`src/rtl/music_pkg.sv`:
```
// Shared definitions for the tone path: score entry layout, note codes and
// sequencer states used by note_sequencer and freq_controller.
package music_pkg;

   localparam int SEL_HI  = 11;
   localparam int SEL_LO  = 10;
   localparam int NOTE_HI = 9;
   localparam int NOTE_LO = 6;
   localparam int DUR_HI  = 5;
   localparam int DUR_LO  = 2;

   localparam logic [3:0] NOTE_REST = 4'd0;
   localparam logic [3:0] NOTE_END  = 4'd15;

   // Pitch codes within one octave; the octave itself comes from sel.
   typedef enum logic [3:0] {
      N_C    = 4'd1,
      N_CS   = 4'd2,
      N_D    = 4'd3,
      N_DS   = 4'd4,
      N_E    = 4'd5,
      N_F    = 4'd6,
      N_FS   = 4'd7,
      N_G    = 4'd8,
      N_GS   = 4'd9,
      N_A    = 4'd10,
      N_AS   = 4'd11,
      N_B    = 4'd12,
      N_C_HI = 4'd13,
      N_D_HI = 4'd14
   } note_code_t;

   typedef enum logic [2:0] {
      S_IDLE,
      S_FETCH,
      S_LOAD,
      S_PLAY,
      S_GAP,
      S_PAUSE,
      S_DONE
   } seq_state_t;

   // A duration field of 0 encodes the longest note, 16 beats.
   function automatic logic [4:0] dur_beats(input logic [3:0] dur);
      return (dur == 4'd0) ? 5'd16 : {1'b0, dur};
   endfunction

endpackage

```
`src/rtl/beat_timer.sv`:
```
// Loadable down-counter that times the sounding and gap phases of a note.
// hit flags the last cycle of a loaded interval (count == 1).
module beat_timer #(
   parameter int W = 8
) (
   input  logic         clk,
   input  logic         rst,
   input  logic         load,
   input  logic [W-1:0] load_val,
   input  logic         en,
   output logic         hit
);

   logic [W-1:0] count_q, count_d;

   always_comb begin
      count_d = count_q;
      if (load) begin
         count_d = load_val;
      end else if (en) begin
         count_d = count_q - W'(1);
      end
   end

   always_ff @(posedge clk or posedge rst) begin
      if (rst) begin
         count_q <= '0;
      end else begin
         count_q <= count_d;
      end
   end

   assign hit = (count_q == W'(1));

endmodule

```
`src/rtl/note_sequencer.sv`:
```
// Score-playback controller: fetches entries from a synchronous score ROM and
// drives octave/note/gate into freq_controller with play, pause, stop and loop.
module note_sequencer
   import music_pkg::*;
#(
   parameter int ADDR_W   = 8,
   parameter int TICK_DIV = 12_500_000,
   parameter int GAP_CYC  = 500_000
) (
   input  logic              clk,
   input  logic              rst,
   input  logic              play,
   input  logic              pause,
   input  logic              stop,
   input  logic              loop_en,
   output logic [ADDR_W-1:0] rom_addr,
   input  logic [11:0]       rom_data,
   output logic [1:0]        sel,
   output logic [3:0]        note,
   output logic              note_on,
   output logic              busy,
   output logic              done
);

   localparam int TW = $clog2(16 * TICK_DIV);

   seq_state_t        state_q, state_d;
   seq_state_t        saved_q, saved_d;
   logic [ADDR_W-1:0] rom_addr_q, rom_addr_d;
   logic [1:0]        sel_q, sel_d;
   logic [3:0]        note_q, note_d;
   logic              note_on_q, note_on_d;
   logic              busy_q, busy_d;
   logic              done_q, done_d;

   logic              t_load, t_en, t_hit;
   logic [TW-1:0]     t_load_val;
   logic [TW-1:0]     play_len;

   logic [1:0]        rom_sel;
   logic [3:0]        rom_note;
   logic [3:0]        rom_dur;
   logic              unused_rsvd;

   assign rom_sel     = rom_data[SEL_HI:SEL_LO];
   assign rom_note    = rom_data[NOTE_HI:NOTE_LO];
   assign rom_dur     = rom_data[DUR_HI:DUR_LO];
   assign unused_rsvd = ^rom_data[1:0];

   // Sounding part of a note; the gap is carved out of the full duration.
   assign play_len = TW'(dur_beats(rom_dur)) * TW'(TICK_DIV) - TW'(GAP_CYC);

   assign t_en = (state_q == S_PLAY) || (state_q == S_GAP);

   beat_timer #(
      .W (TW)
   ) u_timer (
      .clk      (clk),
      .rst      (rst),
      .load     (t_load),
      .load_val (t_load_val),
      .en       (t_en),
      .hit      (t_hit)
   );

   always_comb begin
      // NOTE: every signal gets its default first so no branch can infer a latch.
      state_d    = state_q;
      saved_d    = saved_q;
      rom_addr_d = rom_addr_q;
      sel_d      = sel_q;
      note_d     = note_q;
      t_load     = 1'b0;
      t_load_val = '0;

      unique case (state_q)
         S_IDLE: begin
            if (play) begin
               rom_addr_d = '0;
               state_d    = S_FETCH;
            end
         end
         S_FETCH: state_d = S_LOAD;
         S_LOAD: begin
            if (rom_note == NOTE_END) begin
               if (loop_en) begin
                  rom_addr_d = '0;
                  state_d    = S_FETCH;
               end else begin
                  state_d = S_DONE;
               end
            end else begin
               sel_d      = rom_sel;
               note_d     = rom_note;
               t_load     = 1'b1;
               t_load_val = play_len;
               state_d    = S_PLAY;
            end
         end
         S_PLAY: begin
            if (t_hit) begin
               t_load     = 1'b1;
               t_load_val = TW'(GAP_CYC);
               state_d    = S_GAP;
            end
         end
         S_GAP: begin
            if (t_hit) begin
               // Running off the last address counts as an end marker.
               if ((rom_addr_q == '1) && !loop_en) begin
                  state_d = S_DONE;
               end else begin
                  rom_addr_d = rom_addr_q + ADDR_W'(1);
                  state_d    = S_FETCH;
               end
            end
         end
         S_PAUSE: begin
            if (play) begin
               state_d = saved_q;
            end
         end
         S_DONE: state_d = S_IDLE;
         default: state_d = S_IDLE;
      endcase

      // The current cycle's decrement still counts; only what follows is frozen.
      if (pause && (state_q == S_PLAY || state_q == S_GAP) &&
          (state_d == S_PLAY || state_d == S_GAP)) begin
         saved_d = state_d;
         state_d = S_PAUSE;
      end

      if (stop) begin
         state_d = S_IDLE;
      end

      if (state_d == S_IDLE) begin
         rom_addr_d = '0;
         sel_d      = '0;
         note_d     = '0;
      end

      note_on_d = (state_d == S_PLAY) && (note_d != NOTE_REST);
      busy_d    = (state_d != S_IDLE);
      done_d    = (state_d == S_DONE);
   end

   always_ff @(posedge clk or posedge rst) begin
      if (rst) begin
         state_q    <= S_IDLE;
         saved_q    <= S_PLAY;
         rom_addr_q <= '0;
         sel_q      <= '0;
         note_q     <= '0;
         note_on_q  <= 1'b0;
         busy_q     <= 1'b0;
         done_q     <= 1'b0;
      end else begin
         state_q    <= state_d;
         saved_q    <= saved_d;
         rom_addr_q <= rom_addr_d;
         sel_q      <= sel_d;
         note_q     <= note_d;
         note_on_q  <= note_on_d;
         busy_q     <= busy_d;
         done_q     <= done_d;
      end
   end

   assign rom_addr = rom_addr_q;
   assign sel      = sel_q;
   assign note     = note_q;
   assign note_on  = note_on_q;
   assign busy     = busy_q;
   assign done     = done_q;

endmodule

```
`config.mk`:
```
export PLATFORM = sky130hd
export DESIGN_NAME = note_sequencer
export DESIGN_NICKNAME = d
export VERILOG_FILES = /design/src/rtl/music_pkg.sv /design/src/rtl/beat_timer.sv /design/src/rtl/note_sequencer.sv
export SDC_FILE = /design/constraint.sdc
export NUM_CORES = 1
export LEC_CHECK = 0
export BUFFER_PORTS_ARGS = -buffer_cell sky130_fd_sc_hd__buf_2
export CORE_MARGIN = 3
export CORE_UTILIZATION = 25
export CTS_CLUSTER_DIAMETER = 60
export DETAILED_ROUTE_END_ITERATION = 12
export SLEW_MARGIN = 25
export SYNTH_ARGS = -nofsm -noshare
export SYNTH_HDL_FRONTEND = slang
export SYNTH_HIERARCHICAL = 1
export SYNTH_SLANG_ARGS = --single-unit
```
`constraint.sdc`:
```
create_clock -name clk -period 5.4 [get_ports clk]
set_clock_uncertainty 0.2 [all_clocks]
set_input_delay 1.08 -clock clk [delete_from_list [all_inputs] [get_ports clk]]
set_output_delay 1.08 -clock clk [all_outputs]
set_load 0.02 [all_outputs]
```
Word-level counts from Yosys, hierarchy flattened
Index checks and enable logic that the tools add are counted.
{ "op_classes": {"addsub": 3, "n_mul": 1, "n_eq_ne": 18, "muxes": 32, "n_reduce_logical": 17} }
{ "ops": {"columns": ["operator", "n"], "rows": [
  ["$mux W28", 3],
  ["$pmux W28 S2", 1],
  ["$mux W8", 6],
  ["$eq A28 B1 Y1 const B", 1],
  ["$sub A28 B1 Y28 const B", 1],
  ["$sub A28 B19 Y28 const B", 1],
  ["$mux W3", 9],
  ["$pmux W8 S3", 1],
  ["$mul A5 B19 Y23 const B", 1],
  ["$mux W19", 1],
  ["$pmux W3 S6", 1],
  ["$eq A3 B2 Y1 const B", 4],
  ["$eq A3 B3 Y1 const B", 4],
  ["$mux W4", 3],
  ["$ne A3 B3 Y1 const B", 3],
  ["$add A8 B1 Y8 const B", 1],
  ["$eq A8 B8 Y1 const B", 1],
  ["$reduce_bool A4 Y1", 2],
  ["$logic_not A3 Y1", 2],
  ["$mux W2", 3],
  ["$ne A3 B2 Y1 const B", 2],
  ["$reduce_and A6 Y1", 1],
  ["$mux W5", 1],
  ["$eq A4 B4 Y1 const B", 1],
  ["other kinds (11)", 17]
]} }
{ "word_totals": {"ff_bits": 51, "in_bits": 18, "out_inout_bits": 17, "word_cells": 80} }

Depth between registers and ports, before layout
{ "logic_depth": {"depth_word": 14, "ltp_mapped": 22, "mapped_depth_nobuf": 20} }

By module
The synthesis kept the hierarchy.
{ "by_module_without_submodules": {"columns": ["mod", "instances", "cells_per_inst", "area_per_inst_um2", "seq_area_each_um2"], "rows": [
  ["note_sequencer", 1, 397, 3144.3, 578.1],
  ["beat_timer", 1, 189, 1734.2, 700.7]
]} }

Worst setup path before layout
OpenSTA, ideal clock, no wires.
{ "synth_path": {"kind": "input-to-reg", "from": "input rom_data[4]", "to": "register u_timer.count_q[24]", "setup_ps": 66, "arrival_time_ps": 5121, "required_time_ps": 5134, "slack_ps": 13, "stages": 19, "path_buffers": 0, "cell_sequence": "inv_1 ha_1 nand2_1 nand2_1 inv_1 ha_1 inv_1 fa_1 inv_1 fa_1 a21o_1 a221oi_1 xor2_1 nor4_1 a21oi_1 o311ai_1 mux2i_1 nand2b_1 o31a_1"} }
{ "synth_between": {"elab_chain_len": 7} }
{ "synth_lines": {"columns": ["item", "line_no", "rtl"], "rows": [
  ["start, declared", "note_sequencer.sv:17", "input logic [11:0] rom_data,"],
  ["$logic_not A4 Y1", "music_pkg.sv:45", "return (dur == 4'd0) ? 5'd16 : {1'b0, dur};"],
  ["$mux W5 *", "music_pkg.sv:45", null],
  ["$mul A5 B19 Y23 *", "note_sequencer.sv:51", "assign play_len = TW'(dur_beats(rom_dur)) * TW'(TICK_DIV) - TW'(GAP_CYC);"],
  ["$sub A28 B19 Y28 *", "note_sequencer.sv:51", null],
  ["$mux W28 *", "note_sequencer.sv:85", "if (rom_note == NOTE_END) begin"],
  ["$pmux W28 S2 *", "note_sequencer.sv:76", "unique case (state_q)"],
  ["net t_load_val[24]", "note_sequencer.sv:37", "logic [TW-1:0] t_load_val;"],
  ["$mux W28 *", "beat_timer.sv:18", "if (load) begin"],
  ["end signal, assigned", "beat_timer.sv:29", "count_q <= count_d;"],
  ["end, declared", "beat_timer.sv:14", "logic [W-1:0] count_q, count_d;"]
]} }
The timed path passes the listed nets; every way through them passes the cells marked *.
A chain may end at the register's enable or synchronous reset.

Worst setup path after layout
{ "layout_path": {"from": "input rom_data[4]", "to": "register u_timer.count_q[27]"} }
The elaborated chain is that of the path after synthesis.

==> metrics.sh <==
OUTCOME='complete, no violations'
FIRST_GLOBAL_VIAS=4299
PWR_DENSITY_CELL_nW_PER_UM2=394
FINAL_MIN_PERIOD_OVER_CLOCK_PERIOD=0.950
TIMING.CRITICAL_PATH.REQUIRED_NS=5.39
VIAS_PER_CELL=4.76
TRITONCTS_CLOCK_TREE='built'
ROUTABILITY_CONGESTION_ESTIMATE_FROM_GLOBAL_PLACEMENT=0.850
FINAL_MAX_SLEW_VIOL_COUNT=0
N_ANTENNA_CELL=0
FINAL_NET_COUNT=736
SYNTH_ASYNC_SR_FLOP_SHARE=1.00
TIMING.CRITICAL_PATH.CELLS='buf_2 -> inv_1 -> ha_2 -> and2_1 -> nor2_1 -> ha_1 -> xor2_1 -> fa_1 -> inv_1 -> ha_1 -> a211o_1 -> a221o_1 -> and2_4 -> or3_4 -> a211oi_4 -> nand4_1 -> mux2i_1 -> nand2b_1 -> o31a_1'
CTS_HOLD_REPAIR.BUFFERS=0
FINALSETUPTNS_NS=0
SYN_AREA_UM2=4880
FLOORPLAN.INITIALDENSITY=0.257
LEAKAGE_nW=2.61
ROUTED_WIRELENGTH_UM=12200
GRT_UTIL_ALL_LAYERS=0.116
SLEW_HEADROOM=0.404
CLKTRANSATPATHREGS_NS=0.07
GRT_PASS1_WL_UM=21100
POWER_FRAC_CLOCK=0.134
HTREE_NUM_LEVELS=2
UTILIZATION=0.311
PLACE_WORST_SETUP_SLACK_NS=-0.133
CTS-ROOT-BUF='sky130_fd_sc_hd__clkbuf_16'
MAX_CLOCK_FREQ_MHz=195
MAX_CAP_VIOL_COUNT=0
SW_FRAC=0.448
WORST-SLEW-PIN-TRANSITION_NS=0.885
PLACEABLE_AREA_UM2=19000
CTS_BUFFER_DEPTH=2
PIN_COUNT_OF_THE_BIGGEST_NET_ENTERING_GLOBAL_ROUTING=29
DIE_Y_UM=146
SYNTH.YOSYS.WARNINGS=6
CTS_BUFFERS=5
TOTALPOWERFINAL_W=0.00232
SYNTH-SEQ-CELLS=51
SOURCE_TO_SINK_CLOCK_DELAY_AT_THE_LATER_PIN_OF_THE_WORST_SKEW_PAIR_NS=0.29
POWER.INTERNAL_W=0.00128
SLOWEST_STAGE='sky130_fd_sc_hd__fa_1'
DRT_ITER0_DRC=244
POSTLAYOUTSETUPSLACKWORST_NS=0.269
ROW_COUNT=50
ANT_NETS=0
POST_SYNTH_INST_COUNT=586
PORT-BUFFER-COUNT=32
DETAILED_PLACE_HPWL_UM=9670
ANTENNA_FOUND_INITIAL=0
GLOBAL_ROUTE.OVERFLOW_TOTAL=0
VIAS=4441
SWITCH_PWR_W=0.00104
CTS_REPAIR_RESIZE_COUNT=0
SETUP.WORST_PATH.END_CLASS='flop'
FINAL-SETUP-VIOL-COUNT=0
SETUP_FIX_BUFFERS_ADDED_AFTER_CLOCK_TREE_SYNTHESIS=0
SYN2LAYOUT_AREA_GROWTH_PCT=21.0
IRDROPWORSTVDD_mV=0.146
INST_COUNT_DP=925
CTS_SINKS=51
CRITICALPATHCATEGORY='in -> reg'
POWER.COMBINATIONAL.FRACTION=0.577
CP_DATA_ARRIVAL_TIME_NS=5.12
SYNTH-MAIN-FF-CELL='sky130_fd_sc_hd__dfrtp_1'
FINAL_HOLD_VIOL_COUNT=0
DRT_DRC_VIOLATIONS_LEFT=0
NFILLCELLS=2049
CP-START-KIND='input pin'
HORIZONTAL_DIE_DIMENSION_UM=146
NUMBER_OF_ENABLE_FLIP_FLOP_CELLS_AFTER_SYNTHESIS=0
LAYOUT-DRIVE-GT1-SHARE=0.202
WORSTHOLDPATHTYPE='reg -> reg'
YS_SEQ_AREA_FRAC=0.262
SYN_AVG_CELL_AREA_UM2=8.32
FLOORPLAN.IO_PINS=35
CRITICAL_PATH_PEAK_FANOUT=4
SYNTHDISTINCTLIBCELLS=87
WIRE_PER_INST_UM=13.1
MAX_STAGE_DELAY_NS=0.49
FIN_CRIT_NS=5.13
DETAIL_ROUTE.FIRST_PASS.ITERATIONS=5
FP.DIEAREA_UM2=21200
P_SEQ_FRAC=0.289
FINAL_CELLS=933
metal layers:
layer / global-route usage / part of all wire
met1: 0.156 / 0.48
met4: 0.0290 / 0.012
met3: 0.0109 / 0.019
met5: 0 / 0
met2: 0.202 / 0.49
placed cells by master, fill, tap and decap left out, drive strengths merged, types with 3 or more instances in the layout:
| master | synthesis | final |
|---|---|---|
| dfrtp | 49 | 49 |
| ha | 37 | 37 |
| o21a | 6 | 6 |
| nor4 | 10 | 10 |
| buf | 3 | 90 |
| conb | 1 | 7 |
| clkinv | 1 | 4 |
| nand2 | 68 | 68 |
| nor2b | 5 | 5 |
| a21oi | 32 | 32 |
| or3 | 6 | 6 |
| nand3b | 6 | 6 |
| nor3 | 15 | 15 |
| o22ai | 6 | 6 |
| and3 | 6 | 6 |
| xor2 | 16 | 16 |
| fa | 9 | 9 |
| nand3 | 12 | 12 |
| o211ai | 6 | 6 |
| nand2b | 10 | 10 |
| o21ai | 31 | 31 |
| a32o | 3 | 3 |
| o41ai | 3 | 3 |
| a221oi | 3 | 3 |
| xnor2 | 20 | 20 |
| a211oi | 6 | 6 |
| a21o | 9 | 9 |
| a31oi | 12 | 12 |
| nand4 | 9 | 9 |
| o31ai | 11 | 11 |
| or4 | 12 | 12 |
| inv | 41 | 41 |
| mux2 | 4 | 4 |
| nor2 | 62 | 62 |
| clkbuf | 14 | 5 |
flip-flops by register name (all words and copies together) (netlist names):
signal and count:
u_timer/count_q 28, rom_addr 8, note 4, saved_q 3
state_q 3, sel 2, busy 1, done 1
note_on 1
worst paths after layout:
path | start | to | slack [ns] | depth (start not counted)
hold / removal | saved_q[2] | saved_q[2] | 0.30 | 1
setup / recovery | rom_data[4] | u_timer/count_q[27] | 0.27 | 19
hold reg to reg | saved_q[2] | saved_q[2] | 0.30 | 1
min in group asynchronous | rst | u_timer/count_q[2] | 0.66 | 3
max in group asynchronous | rst | rom_addr[5] | 3.67 | 2
setup reg to reg | u_timer/count_q[21] | u_timer/count_q[5] | 1.28 | 8
synthesized netlist by cell type, types with 8 or more instances:
cell	number	area share
sky130_fd_sc_hd__fa_1	9	0.037
sky130_fd_sc_hd__ha_1	37	0.095
sky130_fd_sc_hd__o31ai_1	11	0.017
sky130_fd_sc_hd__nand2b_1	10	0.013
sky130_fd_sc_hd__nand3_1	11	0.011
sky130_fd_sc_hd__o21ai_0	30	0.031
sky130_fd_sc_hd__nand2_1	66	0.051
sky130_fd_sc_hd__a31oi_1	12	0.015
sky130_fd_sc_hd__a21oi_1	31	0.032
sky130_fd_sc_hd__or4_1	11	0.017
sky130_fd_sc_hd__xor2_1	16	0.029
sky130_fd_sc_hd__nor3_1	13	0.013
sky130_fd_sc_hd__nand4_1	9	0.012
sky130_fd_sc_hd__xnor2_1	20	0.036
sky130_fd_sc_hd__nor2_1	62	0.048
sky130_fd_sc_hd__a21o_1	9	0.014
sky130_fd_sc_hd__dfrtp_1	49	0.25
sky130_fd_sc_hd__clkbuf_1	12	0.0092
sky130_fd_sc_hd__inv_1	41	0.032
sky130_fd_sc_hd__nor4_1	8	0.010
power groups by stage:
stage	clock (W)	sequential, W	combinational [W]
floorplan	0	0.000634	0.000937
global placement	0	0.000669	0.00131
detailed placement	0	0.000669	0.00133
CTS	0.000321	0.000666	0.00134
global route	0.000334	0.000691	0.00151
finish	0.000311	0.000670	0.00134
logic make-up after synthesis:
| logic type | share of synthesized area |
|---|---|
| AOI/OAI and AO/OA | 0.215 |
| xor gates and xnor gates | 0.0692 |
| and+or+nand+nor | 0.258 |
| adders and majority gates | 0.132 |
| DFF | 0.262 |
| buffers and inverters | 0.0503 |
| other | 0.000769 |
| muxes | 0.0133 |
stage by stage:
stage	instance area, um^2	hold slack (ns)
2_1_floorplan	4900	0.252
3_5_place_dp	5730	0.276
5_1_grt	5900	0.313
6_report	5900	0.303
4_1_cts	5870	0.298
3_3_place_gp	5730	0.277
worst max-delay path: cells and delay by family:
| kind | cells | cell delay, ns |
|---|---|---|
| mux | 1 | 0.14 |
| fa+ha+maj | 4 | 1.32 |
| compound gates | 4 | 1.06 |
| xor+xnor | 1 | 0.19 |
| buf+inv | 3 | 0.22 |
| simple gates | 6 | 1.12 |
cell type report:
cell class                      instances  area [um^2]  share of cell area
Multi-Input combinational cell        482         3410               0.577
Sequential cell                        51         1280               0.217
Timing Repair Buffer                   90          596               0.101
Tap cell                              260          325              0.0551
Inverter                               42          158              0.0267
Clock buffer                            5          125              0.0212
Clock inverter                          3         15.0             0.00254
Power figures use the tool's default switching activity.
